<file path="config.mk">
export PLATFORM = sky130hd
export DESIGN_NAME = irq_ctrl_flat
export DESIGN_NICKNAME = d
export VERILOG_FILES = /design/src/rtl/irq_ctrl_if.sv /design/src/rtl/irq_ctrl.sv /design/src/flat_wrapper.sv
export SDC_FILE = /design/constraint.sdc
export NUM_CORES = 1
export LEC_CHECK = 0
export CAP_MARGIN = 20
export CORE_UTILIZATION = 40
export DETAILED_ROUTE_END_ITERATION = 16
export PLACE_DENSITY = 0.9
export SLEW_MARGIN = 30
export SYNTH_ARGS = -nofsm -noshare
export SYNTH_HDL_FRONTEND = slang
export SYNTH_SLANG_ARGS = --single-unit
</file>
<file path="constraint.sdc">
create_clock -name CLK_I -period 1.9 [get_ports CLK_I]
set_input_delay 0.19 -clock CLK_I [delete_from_list [all_inputs] [get_ports CLK_I]]
set_output_delay 0.19 -clock CLK_I [all_outputs]
set_load 0.02 [all_outputs]
</file>
<file path="src/rtl/irq_ctrl_if.sv">
// Register bus between a bus master and the irq_ctrl register file.
//   ADD_I  register select (word address [3:2])
//   WE_I   single-cycle write strobe
//   DAT_I  write data
//   DAT_O  read data, combinational from ADD_I
interface irq_ctrl_if;
  logic [3:2]  ADD_I;
  logic        WE_I;
  logic [31:0] DAT_I;
  logic [31:0] DAT_O;

  modport master (output ADD_I, output WE_I, output DAT_I, input DAT_O);
  modport slave  (input ADD_I, input WE_I, input DAT_I, output DAT_O);
endinterface

</file>
<file path="src/rtl/irq_ctrl.sv">
// Interrupt controller with a small CP0-style register file (SR, CAUSE, EPC, PRID).
// Samples device IRQ lines into CAUSE.IP, masks them with SR.IM/IE/EXL, raises a
// single request to the CPU, saves EPC on acknowledge and holds off until ERET.
//   CLK_I    system clock
//   RST_I    asynchronous active-low reset
//   bus      register bus slave (0 SR, 1 CAUSE, 2 EPC, 3 PRID)
//   HWINT    level-high device interrupts, bit 0 = timer
//   INT_ACK  CPU takes the interrupt this cycle, PC_I holds the victim PC
//   ERET     CPU executes ERET this cycle
//   INT_REQ  registered interrupt request to the CPU
//   EPC_O    current EPC (ERET target)
module irq_ctrl #(
  parameter int unsigned NUM_IRQ  = 6,
  parameter logic [31:0] PRID_VAL = 32'h0000_4D49
) (
  input  logic               CLK_I,
  input  logic               RST_I,
  irq_ctrl_if.slave          bus,
  input  logic [NUM_IRQ-1:0] HWINT,
  input  logic               INT_ACK,
  input  logic [31:0]        PC_I,
  input  logic               ERET,
  output logic               INT_REQ,
  output logic [31:0]        EPC_O
);

  localparam int unsigned IM_LO = 10;
  localparam int unsigned IM_HI = IM_LO + NUM_IRQ - 1;

  typedef enum logic [1:0] {
    IDLE    = 2'd0,
    REQ     = 2'd1,
    SERVICE = 2'd2
  } state_e;

  state_e             state_q, state_d;
  logic               int_req_q, int_req_d;
  logic [NUM_IRQ-1:0] im_q, ip_q;
  logic               ie_q, exl_q;
  logic [31:0]        epc_q;
  logic               pend;
  logic               take_irq, clr_exl;
  logic               sr_wr, epc_wr;
  logic [31:0]        sr_rd, cause_rd;

  assign pend   = (|(ip_q & im_q)) & ie_q & ~exl_q;
  assign sr_wr  = bus.WE_I && (bus.ADD_I == 2'd0);
  assign epc_wr = bus.WE_I && (bus.ADD_I == 2'd2);

  // State register; INT_REQ is registered alongside it
  always_ff @(posedge CLK_I or negedge RST_I) begin
    if (!RST_I) begin
      state_q   <= IDLE;
      int_req_q <= 1'b0;
    end else begin
      state_q   <= state_d;
      int_req_q <= int_req_d;
    end
  end

  // Next-state logic; acknowledge wins over a pend drop in the same cycle
  always_comb begin
    state_d = state_q;
    case (state_q)
      IDLE:    if (pend) state_d = REQ;
      REQ: begin
        if (INT_ACK)   state_d = SERVICE;
        else if (!pend) state_d = IDLE;
      end
      SERVICE: if (ERET) state_d = IDLE;
      default: state_d = IDLE;
    endcase
  end

  // FSM outputs: request is the registered copy of "next state is REQ"
  always_comb begin
    int_req_d = 1'b0;
    take_irq  = 1'b0;
    clr_exl   = 1'b0;
    int_req_d = (state_d == REQ);
    take_irq  = (state_q == REQ) && INT_ACK;
    // ERET clears EXL in any state so software-set EXL can be undone
    clr_exl   = ERET && !take_irq;
  end

  // Register file; hardware EXL/EPC updates take precedence over bus writes
  always_ff @(posedge CLK_I or negedge RST_I) begin
    if (!RST_I) begin
      ip_q  <= '0;
      im_q  <= '0;
      ie_q  <= 1'b0;
      exl_q <= 1'b0;
      epc_q <= '0;
    end else begin
      ip_q <= HWINT;
      if (sr_wr) begin
        im_q <= bus.DAT_I[IM_HI:IM_LO];
        ie_q <= bus.DAT_I[0];
      end
      if (take_irq)     exl_q <= 1'b1;
      else if (clr_exl) exl_q <= 1'b0;
      else if (sr_wr)   exl_q <= bus.DAT_I[1];
      if (take_irq)    epc_q <= PC_I & ~32'h3;
      else if (epc_wr) epc_q <= bus.DAT_I & ~32'h3;
    end
  end

  // Read mux; unimplemented bits read as zero
  always_comb begin
    sr_rd              = '0;
    cause_rd           = '0;
    bus.DAT_O          = '0;
    sr_rd[IM_HI:IM_LO] = im_q;
    sr_rd[1]           = exl_q;
    sr_rd[0]           = ie_q;
    cause_rd[IM_HI:IM_LO] = ip_q;
    case (bus.ADD_I)
      2'd0:    bus.DAT_O = sr_rd;
      2'd1:    bus.DAT_O = cause_rd;
      2'd2:    bus.DAT_O = epc_q;
      default: bus.DAT_O = PRID_VAL;
    endcase
  end

  assign INT_REQ = int_req_q;
  assign EPC_O   = epc_q;

endmodule

</file>
<file path="src/flat_wrapper.sv">
// flat-port wrapper written by rule: the top's interface ports become plain ports
module irq_ctrl_flat 
#(
  parameter int unsigned NUM_IRQ  = 6,
  parameter logic [31:0] PRID_VAL = 32'h0000_4D49
)
  (CLK_I, RST_I, HWINT, INT_ACK, PC_I, ERET, INT_REQ, EPC_O, bus_ADD_I, bus_WE_I, bus_DAT_I, bus_DAT_O);
  irq_ctrl_if bus_i ();
  input  logic CLK_I;
  input  logic RST_I;
  input  logic [NUM_IRQ-1:0] HWINT;
  input  logic INT_ACK;
  input  logic [31:0] PC_I;
  input  logic ERET;
  output logic INT_REQ;
  output logic [31:0] EPC_O;
  input wire logic [$bits(bus_i.ADD_I)-1:0] bus_ADD_I;
  input wire logic [$bits(bus_i.WE_I)-1:0] bus_WE_I;
  input wire logic [$bits(bus_i.DAT_I)-1:0] bus_DAT_I;
  output wire logic [$bits(bus_i.DAT_O)-1:0] bus_DAT_O;
  assign bus_i.ADD_I = bus_ADD_I;
  assign bus_i.WE_I = bus_WE_I;
  assign bus_i.DAT_I = bus_DAT_I;
  assign bus_DAT_O = bus_i.DAT_O;
  irq_ctrl #(.NUM_IRQ(NUM_IRQ), .PRID_VAL(PRID_VAL)) u_core (.CLK_I(CLK_I), .RST_I(RST_I), .bus(bus_i), .HWINT(HWINT), .INT_ACK(INT_ACK), .PC_I(PC_I), .ERET(ERET), .INT_REQ(INT_REQ), .EPC_O(EPC_O));
endmodule
</file>
==> summary.md <==
| Metric | Value |
|---|---|
| Worst-path clk slew | `80 ps` |
| Max capacitance violation total | `0` |
| Endpoints failing hold | `0` |
| Area contributors post-synth | `dfrtp_1, mux2i_1, a21oi_1` |
| Cell row count | `27` |
| Largest area contributor in the netlist | `dfrtp_1` |
| Slew Viols, Final | `0` |
| Setup crit end kind | `output pin` |
| CTS Buf Count | `5` |
| Max Root-Sink Buffers | `2` |
| VDD IR max | `799 µV` |
| Routed WL | `6.60 mm` |
| Total Power | `4.66 mW` |
| Vias in the first global route | `2244` |
| Antenna Nets Post-Route | `0` |
| Initial core utilization | `0.423` |
| Commonest non-fill, non-tap cell in the layout | `clkdlybuf4s50_1` |
| Top_reg_cell synth | `dfrtp_1` |
| Crit path DAT | `1620 ps` |
| DP Wirelength | `5.14 mm` |
| Die width | `79.0 µm` |
| H-tree depth | `2` |
| Fraction of the mapped netlist area in simple logic gates | `0.135` |
| Setup Skew | `5.66 ps` |
| Yosys top cell area share | `0.496` |
| Synth warn | `0` |
| Required time of the critical path | `1710 ps` |
| Distinct cells, synth | `25` |
| Area delta synth->final | `64.9%` |
| Asr flop ratio synth | `1.00` |
| First-pass GRT wire length | `10.6 mm` |
| Syn Area/Cell | `10.6 µm²` |
| Power per Cell Area | `1190 mW/mm²` |
| Nets | `448` |
| Post-Synth XOR/XNOR Area | `0` |
| Die H | `79.0 µm` |
| Worst skew pair latency | `290 ps` |
| Core Area | `0.00561 mm²` |
| Mux cell area share after synthesis | `0.168` |
| Commonest non-fill, non-tap cells in the layout | `clkdlybuf4s50_1, dfrtp_1, a21oi_1` |
| Number of synthesized register bits | `47` |
| GRT Util Overall | `0.220` |
| Die area | `0.00624 mm²` |
| Post-synthesis sequential area ratio | `0.496` |
| Largest net degree at the start of global routing | `38` |
| Post-Synth Adder-Cell Area | `0.0211` |
| Slew margin rel. | `0.631` |
| Layout cells sized above 1 | `0.122` |
| CP Max Fanout | `6` |
| HP Class | `primary input to flip-flop` |
| CTS tree | `built` |
| Tmin final | `1810 ps` |
| PortBufs | `137` |
| Routability cong. | `0.832` |
| Final routed DRC violation total | `0` |
| Total negative setup slack | `0 ps` |
| Worst-margin pin slew | `553 ps` |
| Synth Cell Area | `0.00237 mm²` |
| Cell Area, Placed | `0.00384 mm²` |
| Complex-gate fraction of the synthesized area | `0.124` |
| Post-layout util | `0.697` |
| Setup violators final | `0` |
| Fmax | `553 MHz` |
| Gr ovfl total | `0` |
| Mapped Cells | `224` |
| CP startpoint kind | `primary input` |
| Io pins | `142` |
| Status | `finished clean` |
| Final period util | `0.951` |
| Largest family of logic cells by synthesized area | `multiplexers` |
| LEAKAGE | `1.94 nW` |
| DRT Pass-1 Iters | `5` |
| RSZ-0062 raised after global routing | `false` |
| Vias | `2178` |
| Wirelength per Cell | `15.0 µm` |
| Root Buffer | `clkbuf_8` |
| Clock Sinks | `47` |
| Post-route cell area | `0.00391 mm²` |
| Post-CTS setup repair buffer count | `0` |
| Vias per inst | `4.95` |
| Post-synth EDFFs | `0` |
| Antenna diode count | `0` |
| Min Hold Slack | `331 ps` |
| Initial antenna violation count | `0` |
| Crit path kind | `primary input to output pin` |
| Drt initial violations | `82` |
## flip-flops by register name (all words and copies together), names as in the netlist
register and cells:
u_core.INT_REQ 1, u_core.exl_q 1, u_core.EPC_O 30, u_core.ie_q 1, u_core.im_q 6, u_core.ip_q 6, u_core.state_q 2
## cells by family (layout without fill, tap and decap cells)
group,Yosys count,count (layout)
simple gates,65,65
compound gates,49,49
flops,47,47
mux,39,39
buf+inv,19,162
fa+ha+maj,4,4
other cells,1,2
## what timing repair did
item | CTS | global route
endpoints found under the hold margin | 22 | 0
pin swaps | 0 | 1
hold buffers | 1 | 0
endpoints found under the setup margin | 32 | 6
gates resized for setup | 57 | 5
## synthesized netlist by cell type (3+ instances only)
library cell and n:
buf_8 3, mux2i_1 32, a22oi_1 4, and2_1 22, buf_2 5, nor2_1 34, a21oi_1 35, clkbuf_1 4
a222oi_1 3, mux2_2 7, inv_1 3, nand2_1 6, a21o_1 3, dfrtp_1 47, ha_1 4
## routing by layer
layer,track usage,part of all wire,vias up
li1,-,-,1053
met1,0.264,0.39,1017
met2,0.391,0.51,99
met3,0.0483,0.084,9
met4,0.0636,0.012,0
met5,0,0,-
## worst max-delay path: stages
cell             delay, ps
clkdlybuf4s50_1        510
inv_1                   80
ha_2                   220
buf_4                  160
and2_1                 130
dlygate4sd2_1          320
## path summary, 6_finish.rpt
| kind | from | to | slack (ps) | cells past startpoint |
|---|---|---|---|---|
| worst max-delay path | bus_ADD_I[1] | bus_DAT_O[1] | 90 | 6 |
| worst min-delay path | HWINT[0] | u_core.ip_q[0] | 330 | 1 |
| worst max register to register | u_core.im_q[0] | u_core.state_q[0] | 770 | 3 |
| worst min register to register | u_core.state_q[1] | u_core.state_q[1] | 520 | 2 |
| max in group asynchronous | RST_I | u_core.EPC_O[26] | 850 | 3 |
| min in group asynchronous | RST_I | u_core.EPC_O[8] | 420 | 2 |
## report_power, final
part | total [mW] | switching (mW) | internal [mW]
clock | 0.642 | 0.309 | 0.332
combinational | 2.32 | 1.14 | 1.18
sequential | 1.70 | 0.314 | 1.39
total | 4.66 | 1.76 | 2.90
## area by class of cell
cell class,count,area (µm²)
clock buffer,8,100
timing repair buffer,151,1450
sequential,47,1180
fill,476,1700
multi-input combinational,159,1080
tap,72,90.1
inverter,3,11.3
## through the flow
| step | std cells | setup WS (ps) |
|---|---|---|
| floorplan | 225 | 710 |
| global placement | 431 | -309 |
| detailed placement | 431 | -310 |
| CTS | 440 | -82.0 |
| global route | 440 | 36.2 |
| finish | 440 | 93.1 |
Power figures use the tool's default switching activity.
==> variant (same settings) <==
`PRID_VAL` is set to 32'h0000_4D49 in 2 places; all go to 32'h00004000.
--- a/src/rtl/irq_ctrl.sv
+++ b/src/rtl/irq_ctrl.sv
@@ -13,3 +13,3 @@
   parameter int unsigned NUM_IRQ  = 6,
-  parameter logic [31:0] PRID_VAL = 32'h0000_4D49
+  parameter logic [31:0] PRID_VAL = 32'h00004000
 ) (
--- a/src/flat_wrapper.sv
+++ b/src/flat_wrapper.sv
@@ -4,3 +4,3 @@
   parameter int unsigned NUM_IRQ  = 6,
-  parameter logic [31:0] PRID_VAL = 32'h0000_4D49
+  parameter logic [31:0] PRID_VAL = 32'h00004000
 )
Check against the original RTL: not equivalent (a bounded check fails within 4 cycles, from zero or initial values and one cycle with RST_I low).
==> variant against the unedited design <==
Fmax fell by 0.22%; sequential cell count unchanged; final area fell by 0.64%; sequential share of layout area rose by 0.19 points; clock skew shrank 0.0018 ns; worst setup slack got worse by 0.0041 ns; clock power increased by 0.8%; routed wire length is 3.2% higher; power down 0.55%; synthesized area is 3.2% lower; cell count is 6.8% higher; via count rose by 9.5%; critical endpoint is now bus_DAT_O[28]; largest power group unchanged.
==> variant: results (changes against the unedited design) <==
<table>
<tr><th>Metric</th><th>Value</th></tr>
<tr><th colspan="2">Placed design</th></tr>
<tr><td>Worst slack at placement</td><td>-0.139 ns (+0.171 ns)</td></tr>
<tr><td>Final weighted congestion in routability-driven placement</td><td>0.821 (-1.3%)</td></tr>
<tr><th colspan="2">Detailed routing</th></tr>
<tr><td>Routed length on met2</td><td>3.39 mm (-0.18%)</td></tr>
<tr><td>Initial DRC count</td><td>125 (+52%)</td></tr>
<tr><td>Router iterations before antenna repair</td><td>4 (-1)</td></tr>
<tr><td>M1 WL</td><td>2.80 mm (+9.0%)</td></tr>
<tr><td>Met3 layer wire length in the routed design</td><td>503 µm (-9.0%)</td></tr>
<tr><td>Sum of routed wire length over all layers</td><td>6.81 mm (+3.2%)</td></tr>
<tr><th colspan="2">Layout</th></tr>
<tr><td>Post-layout net count</td><td>474 (+5.8%)</td></tr>
<tr><td>Flip-flop and latch count</td><td>47 (unchanged)</td></tr>
<tr><td>Number of multi-input combinational cells in the layout</td><td>191 (+20%)</td></tr>
<tr><td>Filler cells</td><td>431 (-9.5%)</td></tr>
<tr><td>Final-layout clock-cell area share</td><td>0.0258 (+0.000165)</td></tr>
<tr><th colspan="2">Run status</th></tr>
<tr><td>Status</td><td>finished clean</td></tr>
<tr><th colspan="2">Critical path</th></tr>
<tr><td>Destination of the critical timing path</td><td>bus_DAT_O[28]</td></tr>
<tr><td>Flop2flop setup slack</td><td>0.72 ns (-0.05 ns)</td></tr>
<tr><td>Worst R2R End</td><td>u_core.EPC_O[23]</td></tr>
<tr><th colspan="2">Pwr</th></tr>
<tr><td>Peak ir drop on the vdd network</td><td>0.605 mV (-24%)</td></tr>
<tr><td>Fraction of power spent switching nets</td><td>0.383 (+0.00463)</td></tr>
<tr><td>Relative contribution of the clock network to total power</td><td>0.140 (+0.002)</td></tr>
<tr><td>Combinational share of power</td><td>0.495 (-0.002)</td></tr>
<tr><th colspan="2">Global routing</th></tr>
<tr><td>Via count of the first global-routing pass</td><td>2,327 (+3.7%)</td></tr>
<tr><th colspan="2">Timing</th></tr>
<tr><td>Share of the cycle needed by the critical path after routing</td><td>0.953 (+0.00213)</td></tr>
<tr><td>Transition time at the pin with the least slew margin</td><td>0.564 ns (+0.0107 ns)</td></tr>
<tr><th colspan="2">Logic synthesis</th></tr>
<tr><td>Post-synth top cells</td><td>68 x sky130_fd_sc_hd__nand2_1, 47 x sky130_fd_sc_hd__dfrtp_1, 31 x sky130_fd_sc_hd__nor2_1, 30 x sky130_fd_sc_hd__a31oi_1, 24 x sky130_fd_sc_hd__and2_1</td></tr>
<tr><td>Seq/Total Area, Yosys</td><td>0.513 (+0.0165)</td></tr>
</table>
-- variant: changes by cell type after synthesis, sizes merged, moves of 3 or more --
cell    change
a21o        -3
a222oi      -3
o21ai       +5
nand2      +60
nor2        -3
ha          -4
a21oi      -32
a31oi      +30
mux2i      -26
clkbuf      +4
nor3b       +3
a22oi       -3
-- variant: logic make-up (layout without fill, tap and decap cells) --
group,after synthesis,count (layout),synth area share
AOI/OAI and AO/OA,44,44,0.119
buffers and inverters,19,160,0.0431
DFF,47,47,0.513
muxes,13,13,0.0606
other,1,2,0.00164
and+or+nand+nor,132,132,0.263
-- variant: critical path, cell delays in order --
cell and delay [ns]:
sky130_fd_sc_hd__clkdlybuf4s50_1 0.57, sky130_fd_sc_hd__and2b_1 0.19, sky130_fd_sc_hd__buf_12 0.15, sky130_fd_sc_hd__and2_1 0.15, sky130_fd_sc_hd__dlygate4sd2_1 0.36
